--- src/rtl/mcdf_pkg.sv ---
// Shared types and constants for the uplink arbiter: FSM states, channel ids,
// data width and the packet-length decode.
package mcdf_pkg;

  localparam int DATA_WIDE = 32;
  localparam int NUM_CH    = 3;

  typedef enum logic {
    IDLE = 1'b0,
    XFER = 1'b1
  } state_t;

  localparam logic [1:0] CHID_IDLE = 2'b00;
  localparam logic [1:0] CHID_CH0  = 2'b01;
  localparam logic [1:0] CHID_CH1  = 2'b10;
  localparam logic [1:0] CHID_CH2  = 2'b11;

  // Codes above 3 saturate at the maximum packet size.
  function automatic logic [5:0] len_decode(input logic [2:0] code);
    case (code)
      3'd0:    len_decode = 6'd4;
      3'd1:    len_decode = 6'd8;
      3'd2:    len_decode = 6'd16;
      default: len_decode = 6'd32;
    endcase
  endfunction

endpackage

--- src/rtl/arbiter_if.sv ---
// Channel-side and uplink-side handshake bundle of the arbiter.
// slave = arbiter side, master = the environment driving channels and the uplink sink.
interface arbiter_if;

  logic                           ch0_valid, ch1_valid, ch2_valid;
  logic [mcdf_pkg::DATA_WIDE-1:0] ch0_data, ch1_data, ch2_data;
  logic                           ch0_ready, ch1_ready, ch2_ready;
  logic [1:0]                     ch0_prio, ch1_prio, ch2_prio;
  logic [2:0]                     ch0_len, ch1_len, ch2_len;
  logic [2:0]                     ch_en;
  logic                           arb_uplink_ready;
  logic                           arb_uplink_valid;
  logic [1:0]                     arb_uplink_chid;
  logic [mcdf_pkg::DATA_WIDE-1:0] arb_uplink_data;

  modport slave (
    input  ch0_valid, ch1_valid, ch2_valid,
    input  ch0_data, ch1_data, ch2_data,
    input  ch0_prio, ch1_prio, ch2_prio,
    input  ch0_len, ch1_len, ch2_len,
    input  ch_en, arb_uplink_ready,
    output ch0_ready, ch1_ready, ch2_ready,
    output arb_uplink_valid, arb_uplink_chid, arb_uplink_data
  );

  modport master (
    output ch0_valid, ch1_valid, ch2_valid,
    output ch0_data, ch1_data, ch2_data,
    output ch0_prio, ch1_prio, ch2_prio,
    output ch0_len, ch1_len, ch2_len,
    output ch_en, arb_uplink_ready,
    input  ch0_ready, ch1_ready, ch2_ready,
    input  arb_uplink_valid, arb_uplink_chid, arb_uplink_data
  );

endinterface

--- src/rtl/arb_pick.sv ---
// Combinational winner select: lowest prio value wins, ties go round-robin
// starting at the channel after last. One-hot grant, all-zero with no candidates.
module arb_pick
  import mcdf_pkg::*;
(
  input  logic [NUM_CH-1:0]      cand,
  input  logic [NUM_CH-1:0][1:0] prio,
  input  logic [1:0]             last,
  output logic [NUM_CH-1:0]      grant
);

  logic [1:0] best_prio;
  logic [1:0] idx;
  logic       found;

  always_comb begin
    best_prio = 2'd3;
    for (int i = 0; i < NUM_CH; i++) begin
      if (cand[i] && (prio[i] < best_prio)) best_prio = prio[i];
    end

    // Walk the ring once, beginning just past the last winner.
    grant = '0;
    found = 1'b0;
    idx   = last;
    for (int k = 0; k < NUM_CH; k++) begin
      idx = (idx == 2'd2) ? 2'd0 : idx + 2'd1;
      if (!found && cand[idx] && (prio[idx] == best_prio)) begin
        grant[idx] = 1'b1;
        found      = 1'b1;
      end
    end
  end

endmodule

--- src/rtl/arbiter.sv ---
// Three-channel packet arbiter: grant registers in IDLE, then XFER streams len words with
// combinational valid/data/ready pass-through; uplink backpressure or source bubbles stall the beat count.
module arbiter
  import mcdf_pkg::*;
(
  input  logic     clk,
  input  logic     rst,
  arbiter_if.slave bus
);

  state_t                          state, state_n;
  logic [5:0]                      cnt, cnt_n;
  logic [5:0]                      len_q, len_n;
  logic [1:0]                      sel, sel_n;
  logic [1:0]                      last, last_n;
  logic [NUM_CH-1:0]               valid_v, cand, grant, ready_v;
  logic [NUM_CH-1:0][1:0]          prio_v;
  logic [NUM_CH-1:0][2:0]          len_v;
  logic [NUM_CH-1:0][DATA_WIDE-1:0] data_v;

  assign valid_v = {bus.ch2_valid, bus.ch1_valid, bus.ch0_valid};
  assign prio_v  = {bus.ch2_prio, bus.ch1_prio, bus.ch0_prio};
  assign len_v   = {bus.ch2_len, bus.ch1_len, bus.ch0_len};
  assign data_v  = {bus.ch2_data, bus.ch1_data, bus.ch0_data};
  assign cand    = valid_v & bus.ch_en;

  arb_pick u_pick (
    .cand  (cand),
    .prio  (prio_v),
    .last  (last),
    .grant (grant)
  );

  always_ff @(posedge clk or posedge rst) begin
    if (rst) begin
      state <= IDLE;
      cnt   <= '0;
      len_q <= 6'd4;
      sel   <= 2'd0;
      last  <= 2'd2;
    end else begin
      state <= state_n;
      cnt   <= cnt_n;
      len_q <= len_n;
      sel   <= sel_n;
      last  <= last_n;
    end
  end

  always_comb begin
    state_n              = state;
    cnt_n                = cnt;
    len_n                = len_q;
    sel_n                = sel;
    last_n               = last;
    ready_v              = '0;
    bus.arb_uplink_valid = 1'b0;
    bus.arb_uplink_data  = '0;
    bus.arb_uplink_chid  = CHID_IDLE;

    case (state)
      IDLE: begin
        if (|grant) begin
          state_n = XFER;
          sel_n   = grant[1] ? 2'd1 : (grant[2] ? 2'd2 : 2'd0);
          len_n   = len_decode(len_v[sel_n]);
          cnt_n   = '0;
        end
      end
      XFER: begin
        bus.arb_uplink_valid = valid_v[sel];
        bus.arb_uplink_data  = data_v[sel];
        bus.arb_uplink_chid  = (sel == 2'd0) ? CHID_CH0 : ((sel == 2'd1) ? CHID_CH1 : CHID_CH2);
        ready_v[sel]         = bus.arb_uplink_ready;
        if (valid_v[sel] && bus.arb_uplink_ready) begin
          if (cnt == len_q - 6'd1) begin
            state_n = IDLE;
            cnt_n   = '0;
            last_n  = sel;
          end else begin
            cnt_n = cnt + 6'd1;
          end
        end
      end
      default: state_n = IDLE;
    endcase
  end

  assign bus.ch0_ready = ready_v[0];
  assign bus.ch1_ready = ready_v[1];
  assign bus.ch2_ready = ready_v[2];

endmodule

--- src/flat_wrapper.sv ---
// flat-port wrapper written by rule: the top's interface ports become plain ports
module arbiter_flat import mcdf_pkg::*;
  (clk, rst, bus_ch0_valid, bus_ch1_valid, bus_ch2_valid, bus_ch0_data, bus_ch1_data, bus_ch2_data, bus_ch0_prio, bus_ch1_prio, bus_ch2_prio, bus_ch0_len, bus_ch1_len, bus_ch2_len, bus_ch_en, bus_arb_uplink_ready, bus_ch0_ready, bus_ch1_ready, bus_ch2_ready, bus_arb_uplink_valid, bus_arb_uplink_chid, bus_arb_uplink_data);
  arbiter_if bus_i ();
  input  logic clk;
  input  logic rst;
  input wire logic [$bits(bus_i.ch0_valid)-1:0] bus_ch0_valid;
  input wire logic [$bits(bus_i.ch1_valid)-1:0] bus_ch1_valid;
  input wire logic [$bits(bus_i.ch2_valid)-1:0] bus_ch2_valid;
  input wire logic [$bits(bus_i.ch0_data)-1:0] bus_ch0_data;
  input wire logic [$bits(bus_i.ch1_data)-1:0] bus_ch1_data;
  input wire logic [$bits(bus_i.ch2_data)-1:0] bus_ch2_data;
  input wire logic [$bits(bus_i.ch0_prio)-1:0] bus_ch0_prio;
  input wire logic [$bits(bus_i.ch1_prio)-1:0] bus_ch1_prio;
  input wire logic [$bits(bus_i.ch2_prio)-1:0] bus_ch2_prio;
  input wire logic [$bits(bus_i.ch0_len)-1:0] bus_ch0_len;
  input wire logic [$bits(bus_i.ch1_len)-1:0] bus_ch1_len;
  input wire logic [$bits(bus_i.ch2_len)-1:0] bus_ch2_len;
  input wire logic [$bits(bus_i.ch_en)-1:0] bus_ch_en;
  input wire logic [$bits(bus_i.arb_uplink_ready)-1:0] bus_arb_uplink_ready;
  output wire logic [$bits(bus_i.ch0_ready)-1:0] bus_ch0_ready;
  output wire logic [$bits(bus_i.ch1_ready)-1:0] bus_ch1_ready;
  output wire logic [$bits(bus_i.ch2_ready)-1:0] bus_ch2_ready;
  output wire logic [$bits(bus_i.arb_uplink_valid)-1:0] bus_arb_uplink_valid;
  output wire logic [$bits(bus_i.arb_uplink_chid)-1:0] bus_arb_uplink_chid;
  output wire logic [$bits(bus_i.arb_uplink_data)-1:0] bus_arb_uplink_data;
  assign bus_i.ch0_valid = bus_ch0_valid;
  assign bus_i.ch1_valid = bus_ch1_valid;
  assign bus_i.ch2_valid = bus_ch2_valid;
  assign bus_i.ch0_data = bus_ch0_data;
  assign bus_i.ch1_data = bus_ch1_data;
  assign bus_i.ch2_data = bus_ch2_data;
  assign bus_i.ch0_prio = bus_ch0_prio;
  assign bus_i.ch1_prio = bus_ch1_prio;
  assign bus_i.ch2_prio = bus_ch2_prio;
  assign bus_i.ch0_len = bus_ch0_len;
  assign bus_i.ch1_len = bus_ch1_len;
  assign bus_i.ch2_len = bus_ch2_len;
  assign bus_i.ch_en = bus_ch_en;
  assign bus_i.arb_uplink_ready = bus_arb_uplink_ready;
  assign bus_ch0_ready = bus_i.ch0_ready;
  assign bus_ch1_ready = bus_i.ch1_ready;
  assign bus_ch2_ready = bus_i.ch2_ready;
  assign bus_arb_uplink_valid = bus_i.arb_uplink_valid;
  assign bus_arb_uplink_chid = bus_i.arb_uplink_chid;
  assign bus_arb_uplink_data = bus_i.arb_uplink_data;
  arbiter u_core (.clk(clk), .rst(rst), .bus(bus_i));
endmodule
--- config.mk ---
export PLATFORM = sky130hd
export DESIGN_NAME = arbiter_flat
export DESIGN_NICKNAME = d
export VERILOG_FILES = /design/src/rtl/mcdf_pkg.sv /design/src/rtl/arbiter_if.sv /design/src/rtl/arb_pick.sv /design/src/rtl/arbiter.sv /design/src/flat_wrapper.sv
export SDC_FILE = /design/constraint.sdc
export NUM_CORES = 1
export LEC_CHECK = 0
export ABC_AREA = 1
export CELL_PAD_IN_SITES_DETAIL_PLACEMENT = 0
export CELL_PAD_IN_SITES_GLOBAL_PLACEMENT = 1
export CORE_MARGIN = 2
export CORE_UTILIZATION = 21
export DETAILED_ROUTE_END_ITERATION = 12
export PLACE_DENSITY_LB_ADDON = 0.3
export SETUP_SLACK_MARGIN = 0.15
export SYNTH_ARGS = -nofsm -noshare
export SYNTH_HDL_FRONTEND = slang
export SYNTH_HIERARCHICAL = 1
export SYNTH_SLANG_ARGS = --single-unit
export TNS_END_PERCENT = 100
--- constraint.sdc ---
create_clock -name clk -period 2.4 [get_ports clk]
set_clock_uncertainty 0.2 [all_clocks]
set_input_delay 0.6 -clock clk [delete_from_list [all_inputs] [get_ports clk]]
set_output_delay 0.6 -clock clk [all_outputs]
set_load 0.01 [all_outputs]
# Word-level counts from Yosys, hierarchy flattened
# Index checks and enable logic that the tools add are counted.
# classes
eq_ne	12
order_cmp	12
n_addsub	5
muxes	54
reduce_logical	21
bitwise_logic	5
# op_table
operator	count
binary-select mux 32 bit (select 2 bit)	1
two-way mux 32 bit	2
two-way mux 2 bit	13
two-way mux 6 bit	3
case mux 6 bit (3 select lines)	1
< comparator 2 x 3 -> 1 bit (second input constant)	5
two-way mux 1 bit	15
two-way mux 3 bit	5
logical AND 1 bit	13
binary-select mux 2 bit (select 2 bit)	3
case mux 6 bit (2 select lines)	1
binary-select mux 1 bit (select 2 bit)	4
demux 1 bit (select 2 bit)	4
>= comparator 2 x 1 -> 1 bit (second input constant)	4
adder 2 x 1 -> 2 bit (second input constant)	3
adder 6 x 1 -> 6 bit (second input constant)	1
bitwise AND 3 bit	2
binary-select mux 3 bit (select 2 bit)	1
equality test 2 bit	3
equality test 2 bit (second input constant)	3
equality test 6 bit	1
OR 3 bit	2
subtractor 6 x 1 -> 6 bit (second input constant)	1
< comparator 2 bit	2
other kinds (14)	16
# word_totals
word_cells	114
in_bits	120
output_inout_bits	38
register_bits	17

# Logic depth before layout (Yosys ltp)
# depth
word_depth	26
mapped_depth	30
depth_no_buf	30

# By module
# The synthesis kept the hierarchy.
# modules_own_cells
mod	cells_each	seq_area_each_um2	n_inst	area_each_um2
arbiter	356	377.9	1	1870.5
arb_pick	106	0.0	1	610.6

# Least setup slack after synthesis
# OpenSTA, ideal clock, no wires.
# synth_timing
path_kind	input to register
from	input bus_ch0_valid
to	register u_core.len_q[3]
n_path_buf	0
required_time_ns	2.071
arrival_ns	3.253
path_slack_ns	-1.182
setup_time_ns	0.129
path_stages	25
path_cell_list	nand2_1 > inv_1 > inv_1 > nor2_1 > ha_1 > nand2_2 > nand2_2 > o21ai_1 > inv_1 > ha_1 > nand2_4 > nand3_2 > nand2_4 > xor2_4 > nand2_4 > nand2_1 > nand2_1 > nand2_1 > nand2_1 > nor2_1 > nand2_1 > nand2_2 > inv_1 > nand3_1 > o22ai_1
# synth_between
word_cells_on_any_way	42
classes_between	2 x order compare; 5 x eq/ne; 19 x mux; 3 x bitwise; 13 x reduce/logical
# synth_lines
element	line	text
start: declaration	flat_wrapper.sv:7	input wire logic [$bits(bus_i.ch0_valid)-1:0] bus_ch0_valid;
bitwise AND 3 bit *	arbiter.sv:25	assign cand = valid_v & bus.ch_en;
named net u_core.cand[0]	arbiter.sv:16	logic [NUM_CH-1:0] valid_v, cand, grant, ready_v;
logical AND 1 bit	arb_pick.sv:19	if (cand[i] && (prio[i] < best_prio)) best_prio = prio[i];
two-way mux 2 bit	arb_pick.sv:19	
< comparator 2 bit	arb_pick.sv:19	
logical AND 1 bit	arb_pick.sv:19	
two-way mux 2 bit	arb_pick.sv:19	
< comparator 2 bit	arb_pick.sv:19	
(+10 left out)	-	
logical AND 1 bit (2 in series)	arb_pick.sv:28	if (!found && cand[idx] && (prio[idx] == best_prio)) begin
two-way mux 3 bit *	arb_pick.sv:28	
named net u_core.grant[1]	arbiter.sv:16	
two-way mux 2 bit	arbiter.sv:65	sel_n = grant[1] ? 2'd1 : (grant[2] ? 2'd2 : 2'd0);
binary-select mux 3 bit (select 2 bit)	arbiter.sv:66	len_n = len_decode(len_v[sel_n]);
two-way mux 3 bit (implied by the code)	arbiter.sv:66	
equality test 3 x 2 -> 1 bit (tied with other cells)	mcdf_pkg.sv:20	case (code)
case mux 6 bit (3 select lines)	mcdf_pkg.sv:20	
end signal: assignment	arbiter.sv:44	len_q <= len_n;
end: declaration	arbiter.sv:13	logic [5:0] len_q, len_n;
# Mark *: on every way through the listed nets, which the timed path passes. The rest lies on a longest branch. The select of a mux whose other input is x is not followed.
# A chain may end at the register's enable or synchronous reset.

# Worst setup path after layout
# layout_timing
from	input bus_ch1_prio[1]
to	register u_core.len_q[5]
# layout_between
elab_chain_len	23
word_cells_on_any_way	39
classes_between	2 x order compare; 5 x eq/ne; 18 x mux; 2 x bitwise; 12 x reduce/logical
# layout_lines
element	line	text
start: declaration	flat_wrapper.sv:14	input wire logic [$bits(bus_i.ch1_prio)-1:0] bus_ch1_prio;
< comparator 2 bit	arb_pick.sv:19	
logical AND 1 bit	arb_pick.sv:19	
two-way mux 2 bit	arb_pick.sv:19	
< comparator 2 bit	arb_pick.sv:19	
logical AND 1 bit	arb_pick.sv:19	
two-way mux 2 bit	arb_pick.sv:19	
equality test 2 bit	arb_pick.sv:28	
logical AND 1 bit	arb_pick.sv:28	
(+6 left out)	-	
logical AND 1 bit (2 in series)	arb_pick.sv:28	
two-way mux 3 bit *	arb_pick.sv:28	
named net u_core.grant[2]	arbiter.sv:16	
two-way mux 2 bit (2 in series)	arbiter.sv:65	
binary-select mux 3 bit (select 2 bit)	arbiter.sv:66	
two-way mux 3 bit (implied by the code)	arbiter.sv:66	
equality test 3 x 2 -> 1 bit (tied with other cells)	mcdf_pkg.sv:20	
case mux 6 bit (3 select lines)	mcdf_pkg.sv:20	
# Marks and branches as above.

==> results by group <==
Outcome
  • Status: finished, violations left
  • Failing checks: setup timing

Floorplan
  • Number of cell rows: 39
  • I/O pin count: 158
  • Die height: 112.7 microns
  • Core ar.: 0.01147 sq mm
  • Starting Density: 21.64%
  • Die width: 112.7 microns
  • Die area: 0.01270 sq mm

Synthesis
  • Asr flop ratio synth: 100.0%
  • Main synth FF type: dfrtp_1
  • Post-synth top area share: 28.74%
  • Post-synth EDFFs: 0
  • Leading area contributor after synthesis: nand2_1
  • Syn Area/Cell: 5.370 sq um
  • Mapped Cells: 462
  • Dominant cells by area after synthesis: nand2_1 (29%), dfrtp_1 (13%), nand3_1 (11%)
  • Yosys warns: 6
  • Flip-flop and latch count after synthesis: 15
  • Syn_nets: 586
  • Post-synth cell types: 35
  • Register area share after synthesis: 15.23%
  • Mapped Area: 0.002481 sq mm

Global routing
  • Initial antenna violation count: 0
  • Pin count of the biggest net entering global routing: 23
  • Grt total ovfl: 0
  • First-pass GRT wire length: 16480 microns
  • Vias in the first global route: 3433
  • Tot GR Track Use: 15.56%

Setup path
  • Worst endpoint required time: 2.34 ns
  • CP max stage delay: 0.30 ns
  • CP max stage cell: ha_1
  • Crit Path Max Fanout: 5
  • Kind of critical path: in2reg
  • Data arrival time of the worst path: 3.48 ns
  • Critical path buffer and inverter count: 5
  • Crit path max-delay family: simple AND/OR/NAND/NOR gates
  • Startpoint types: input pin
  • CP endpoint kind: register

Power
  • Pwr/cell area: 1018 mW/mm^2
  • Leakage dissipation: 3.078 nW
  • Worst VDD drop: 0.0006456 V

Final layout
  • Fin cells: 861
  • Final Core Density: 50.34%
  • Nets: 843
  • Ant. Diodes: 0
  • Finished Cell Area: 0.005773 sq mm
  • Share of cells above drive strength 1: 42.06%
  • Most frequent cells in the layout: nand2_1 (139), clkdlybuf4s50_1 (108), buf_4 (66), inv_1 (56), nand2_2 (43)
  • Area Growth Syn to Fin: 132.7%
  • Commonest non-fill, non-tap cell in the layout: nand2_1

Timing
  • RSZ-0062 raised after global routing: true
  • Min cycle time layout: 3.549 ns
  • Fmax achieved: 0.2818 GHz
  • Slew Viols, Final: 0
  • Hold_ws: 0.3128 ns
  • Final Cycle Share: 147.9%
  • Setup ws final: -1.149 ns
  • Final setup fails: 37
  • Final hold vios: 0
  • Max_slew headroom: 58.90%
  • Setup_tns: -15.54 ns
  • Least-Margin Pin Slew: 0.6158 ns

Clock tree
  • H-tree Lvls: 1
  • CTS Buf Count: 3
  • Worst-path clk slew: 0.05 ns
  • CTS tree: yes
  • Maximum buffer depth of the clock tree: 2
  • Clock Sinks: 15
  • CTS root buf: clkbuf_16
  • Hold buffer count at CTS: 0
  • Clk_lat worst skew: 0.25 ns

Routing
  • Routed wire length: 11980 microns
  • Initial DRC Count: 175
  • Drt drc: 0
  • Drt pass-1 iters: 4
  • Antenna viol nets, final: 0
  • Via density: 4.460
  • Wire per inst: 13.91 microns
  • Total number of vias: 3840

Placed design
  • Placed cells: 795
  • Placed Area: 0.004636 sq mm
  • HPWL after detailed placement: 7928 microns
  • GPL Wtd Cong: 0.7918
  • Buffers on Ports: 157

Hold path
  • Hold crit path type: reg2reg

Job
  • Maximum capacitance violations: 0
## routing by layer
metal,up-vias,track usage (%),share of wire (%)
met4,0,2.683,0.58
met1,1762,19.35,41
met2,136,29.14,53
met3,6,1.768,5.8
met5,-,0,0
li1,1936,-,-
## flip-flops by register name (all words and copies together) (netlist names)
name / count
u_core/last: 2
u_core/state: 1
u_core/len_q: 4
u_core/cnt: 6
u_core/sel: 2
## metrics by stage
step	setup slack (ns)	total power [mW]
2_1_floorplan	-0.9578	2.406
3_3_place_gp	-1.664	4.213
3_5_place_dp	-1.826	4.226
4_1_cts	-1.088	4.687
5_1_grt	-1.332	6.310
6_report	-1.149	5.875
## path summary, 6_finish.rpt
| check | from | to | slack [ns] | depth (start not counted) |
|---|---|---|---|---|
| max | bus_ch1_prio[1] | u_core/len_q[5] | -1.15 | 25 |
| min | u_core/cnt[0] | u_core/cnt[0] | 0.31 | 1 |
| max reg2reg | u_core/last[1] | u_core/len_q[5] | -0.42 | 20 |
| min reg2reg | u_core/cnt[0] | u_core/cnt[0] | 0.31 | 1 |
| max in group asynchronous | rst | u_core/sel[0] | 1.03 | 2 |
| min in group asynchronous | rst | u_core/cnt[2] | 0.53 | 2 |
## power breakdown
part           internal, mW  total (mW)  switching, mW
clock network         0.225       0.326          0.101
logic                  2.65        5.07           2.42
registers             0.358       0.482          0.125
total                  3.23        5.88           2.65
## layout make-up
class / instances / area, sq um
fillers: 1107 / 5694
multi-input cells: 351 / 2172
well taps: 143 / 178.9
flip-flops and latches: 15 / 380.4
repair buffers: 265 / 2619
clock buffers: 4 / 78.83
inverters: 83 / 344.1
## Yosys cell counts (2+ instances only)
cell and instances:
o21ai_1 10, buf_1 3, xor2_1 3, xnor2_1 3
ha_1 4, inv_1 73, nand3b_1 2, nor2_4 4
dfstp_2 2, buf_6 3, nand3_1 55, nand2_2 12
a21oi_1 2, dfrtp_1 13, o21ai_0 7, nand4_1 6
o22ai_1 4, nand3_2 4, a21oi_2 2, nand2_4 5
buf_2 6, nor2_2 4, nor2_1 23, inv_2 9
nand2_1 190, nor3_1 4
## worst reg2reg max path: stages, from the launching register on
cell,delay (ns)
dfstp_2,0.56
inv_2,0.05
buf_4,0.16
o221ai_1,0.37
nand3_2,0.13
nand2_2,0.09
nor2_4,0.04
buf_4,0.13
buf_4,0.12
nand3_2,0.05
nand2_1,0.06
inv_2,0.06
nand2_4,0.06
inv_2,0.06
nand2_2,0.05
nor2_4,0.13
nor2_2,0.05
o21ai_1,0.09
nand3_2,0.10
nand3_2,0.07
nand2_1,0.05
## cell families (layout without fill, tap and decap cells)
| kind of cell | Yosys count | count (layout) | share of synthesized area [%] |
|---|---|---|---|
| fa+ha+maj | 4 | 4 | 2.017 |
| compound gates | 30 | 30 | 7.363 |
| flops | 15 | 15 | 15.23 |
| simple gates | 310 | 310 | 56.23 |
| xor+xnor | 7 | 7 | 3.228 |
| buf+inv | 96 | 352 | 15.94 |
## timing repair
item                                    4_1_cts  5_1_grt
setup buffers                                14       39
hold endpoints to repair                      0        0
cloned                                        1        8
endpoints found under the setup margin       51       49
pin swaps                                    32       42
resized for setup                            51      258
(Power assumes the default switching activity.)
==> edit: new RTL, same flow settings <==
`DATA_WIDE`: 32 -> 64.
--- a/src/rtl/mcdf_pkg.sv
+++ b/src/rtl/mcdf_pkg.sv
@@ -2,7 +2,7 @@
 // data width and the packet-length decode.
 package mcdf_pkg;
 
-  localparam int DATA_WIDE = 32;
+  localparam int DATA_WIDE = 64;
   localparam int NUM_CH    = 3;
 
   typedef enum logic {
Ports: changed (resized bus_arb_uplink_data, bus_ch0_data, bus_ch1_data and bus_ch2_data); port bits go from 158 to 286. The function was not compared with the original's and may differ.
==> edit against the unedited design <==
The run still ends with setup timing left; synthesized area grew 53%; routed wire length up 76%; power is 99% higher; synthesized cell count increased by 45%; sequential cell count did not move; worst setup slack gained 0.0079 ns; count of clock-buffer cells in the layout is the same; design area grew 73%; maximum frequency grew 0.22%; worst hold slack got worse by 0.0044 ns; critical path type unchanged; largest cell class unchanged; largest power group unchanged.
==> edit: results (changes against the unedited design) <==
Setup WS pre-CTS -1.88 ns (was -1.83 ns); met3 WL 1060 um (was 696 um); antenna violations before repair 1 (was 0); Netlist cell types 36 (was 35); outcome finished, violations left (unchanged); Global Route Usage Sum 19.9% (was 15.6%); largest net degree at the start of global routing 35 (was 23); gp weighted congestion 0.821 (was 0.792); met2 Resource Use GR 36.6% (was 29.1%); Worst Hold Depth 2 (was 1); WL met1 8790 um (was 4890 um); worst vdd ir 0.000563 V (was 0.000646 V); endpoints failing setup 79 (was 37); First DRT Iteration DRCs 139 (was 175); post-synthesis compound-gate area fraction 4.87% (was 7.36%); Post-Synth Adder-Cell Area 1.32% (was 2.02%); vias in the first global route 5737 (was 3433); Post-synth top cells nand2_1, inv_1, nand3_1, nand2_4, nand3_2 (was nand2_1, inv_1, nand3_1, nor2_1, dfrtp_1); Worst-Margin Slew 0.639 ns (was 0.616 ns); post-synthesis sequential area ratio 9.94% (was 15.2%); met1 GRT Util 25.3% (was 19.3%); area post-placement 7450 um^2 (was 4640 um^2); Via density 4.37 (was 4.46); FF-to-FF End u_core/len_q[3] (was u_core/len_q[5]); DR WL/cell 15.9 um (was 13.9 um); largest cells by area after synthesis nand2_1, nand2_4, inv_1 (was nand2_1, dfrtp_1, nand3_1); Cells after DPL 1221 (was 795); Worst EP arrival 3.51 ns (was 3.48 ns); setup TNS -22.37 ns (was -15.54 ns); WL met2 10700 um (was 6320 um); failing checks setup timing (unchanged); Mapped Cells 670 (was 462); HPWL Detailed 13600 um (was 7930 um); Worst Reg2Reg Path Length in Cells 18 (was 20); Final Hold Slack 0.308 ns (was 0.313 ns); setup ws final -1.14 ns (was -1.15 ns); hold_sp u_core/last[1] (was u_core/cnt[0]); PortBufs 285 (was 157); syn nets 890 (was 586); Worst Hold End u_core/last[1] (was u_core/cnt[0])
==> edit: changes by cell type in the layout (fill, tap and decap cells not counted), moves of 12 or more <==
cell	before	now
buf_12	6	33
nand2_2	43	81
buf_16	0	14
buf_2	17	30
clkdlybuf4s50_1	108	205
buf_6	36	79
inv_1	56	81
nand2_1	139	153
nand3_1	29	17
nand3_2	29	71
nand2_4	24	100
==> edit: layout make-up <==
| cell class | count | area, um^2 |
|---|---|---|
| Sequential cell | 15 | 382 |
| Inverter | 114 | 455 |
| Timing Repair Buffer | 454 | 5020 |
| Multi-Input combinational cell | 513 | 3750 |
| Fill cell | 1628 | 7870 |
| Tap cell | 229 | 287 |
| Antenna cell | 1 | 2.50 |
| Clock buffer | 4 | 78.8 |
==> edit: worst max-delay path: cells and delay by family <==
kind	cells	cell delay, ns
buffers and inverters	4	0.56
AND/OR/NAND/NOR	15	1.45
adder cells (fa/ha/maj)	2	0.47
AO/OA/AOI/OAI	3	0.40
==> edit: kinds of logic after synthesis <==
group           count (synthesis)
simple gates                  472
fa+ha+maj                       4
flops                          15
xor+xnor                        7
buf+inv                       142
compound gates                 30
==> edit: where the power goes <==
part | internal, uW | switching (uW)
logic | 5950 | 4930
registers | 358 | 129
clock network | 225 | 102
==> edit: how the worst max path moves through the flow <==
| stage | endpoint | slack [ns] |
|---|---|---|
| 2_1_floorplan | u_core/len_q[5] | -1.06 |
| 3_3_place_gp | u_core/len_q[5] | -1.81 |
| 3_5_place_dp | u_core/len_q[5] | -1.88 |
| 4_1_cts | u_core/len_q[5] | -1.08 |
| 5_1_grt | u_core/len_q[2] | -1.39 |
| 6_report | u_core/len_q[3] | -1.14 |
==> edit: what timing repair did <==
item                       CTS  global route
pin swaps                   54            78
setup endpoints to repair   83            83
cloned                      14             5
buffers inserted            61            24
resized for setup          519           192
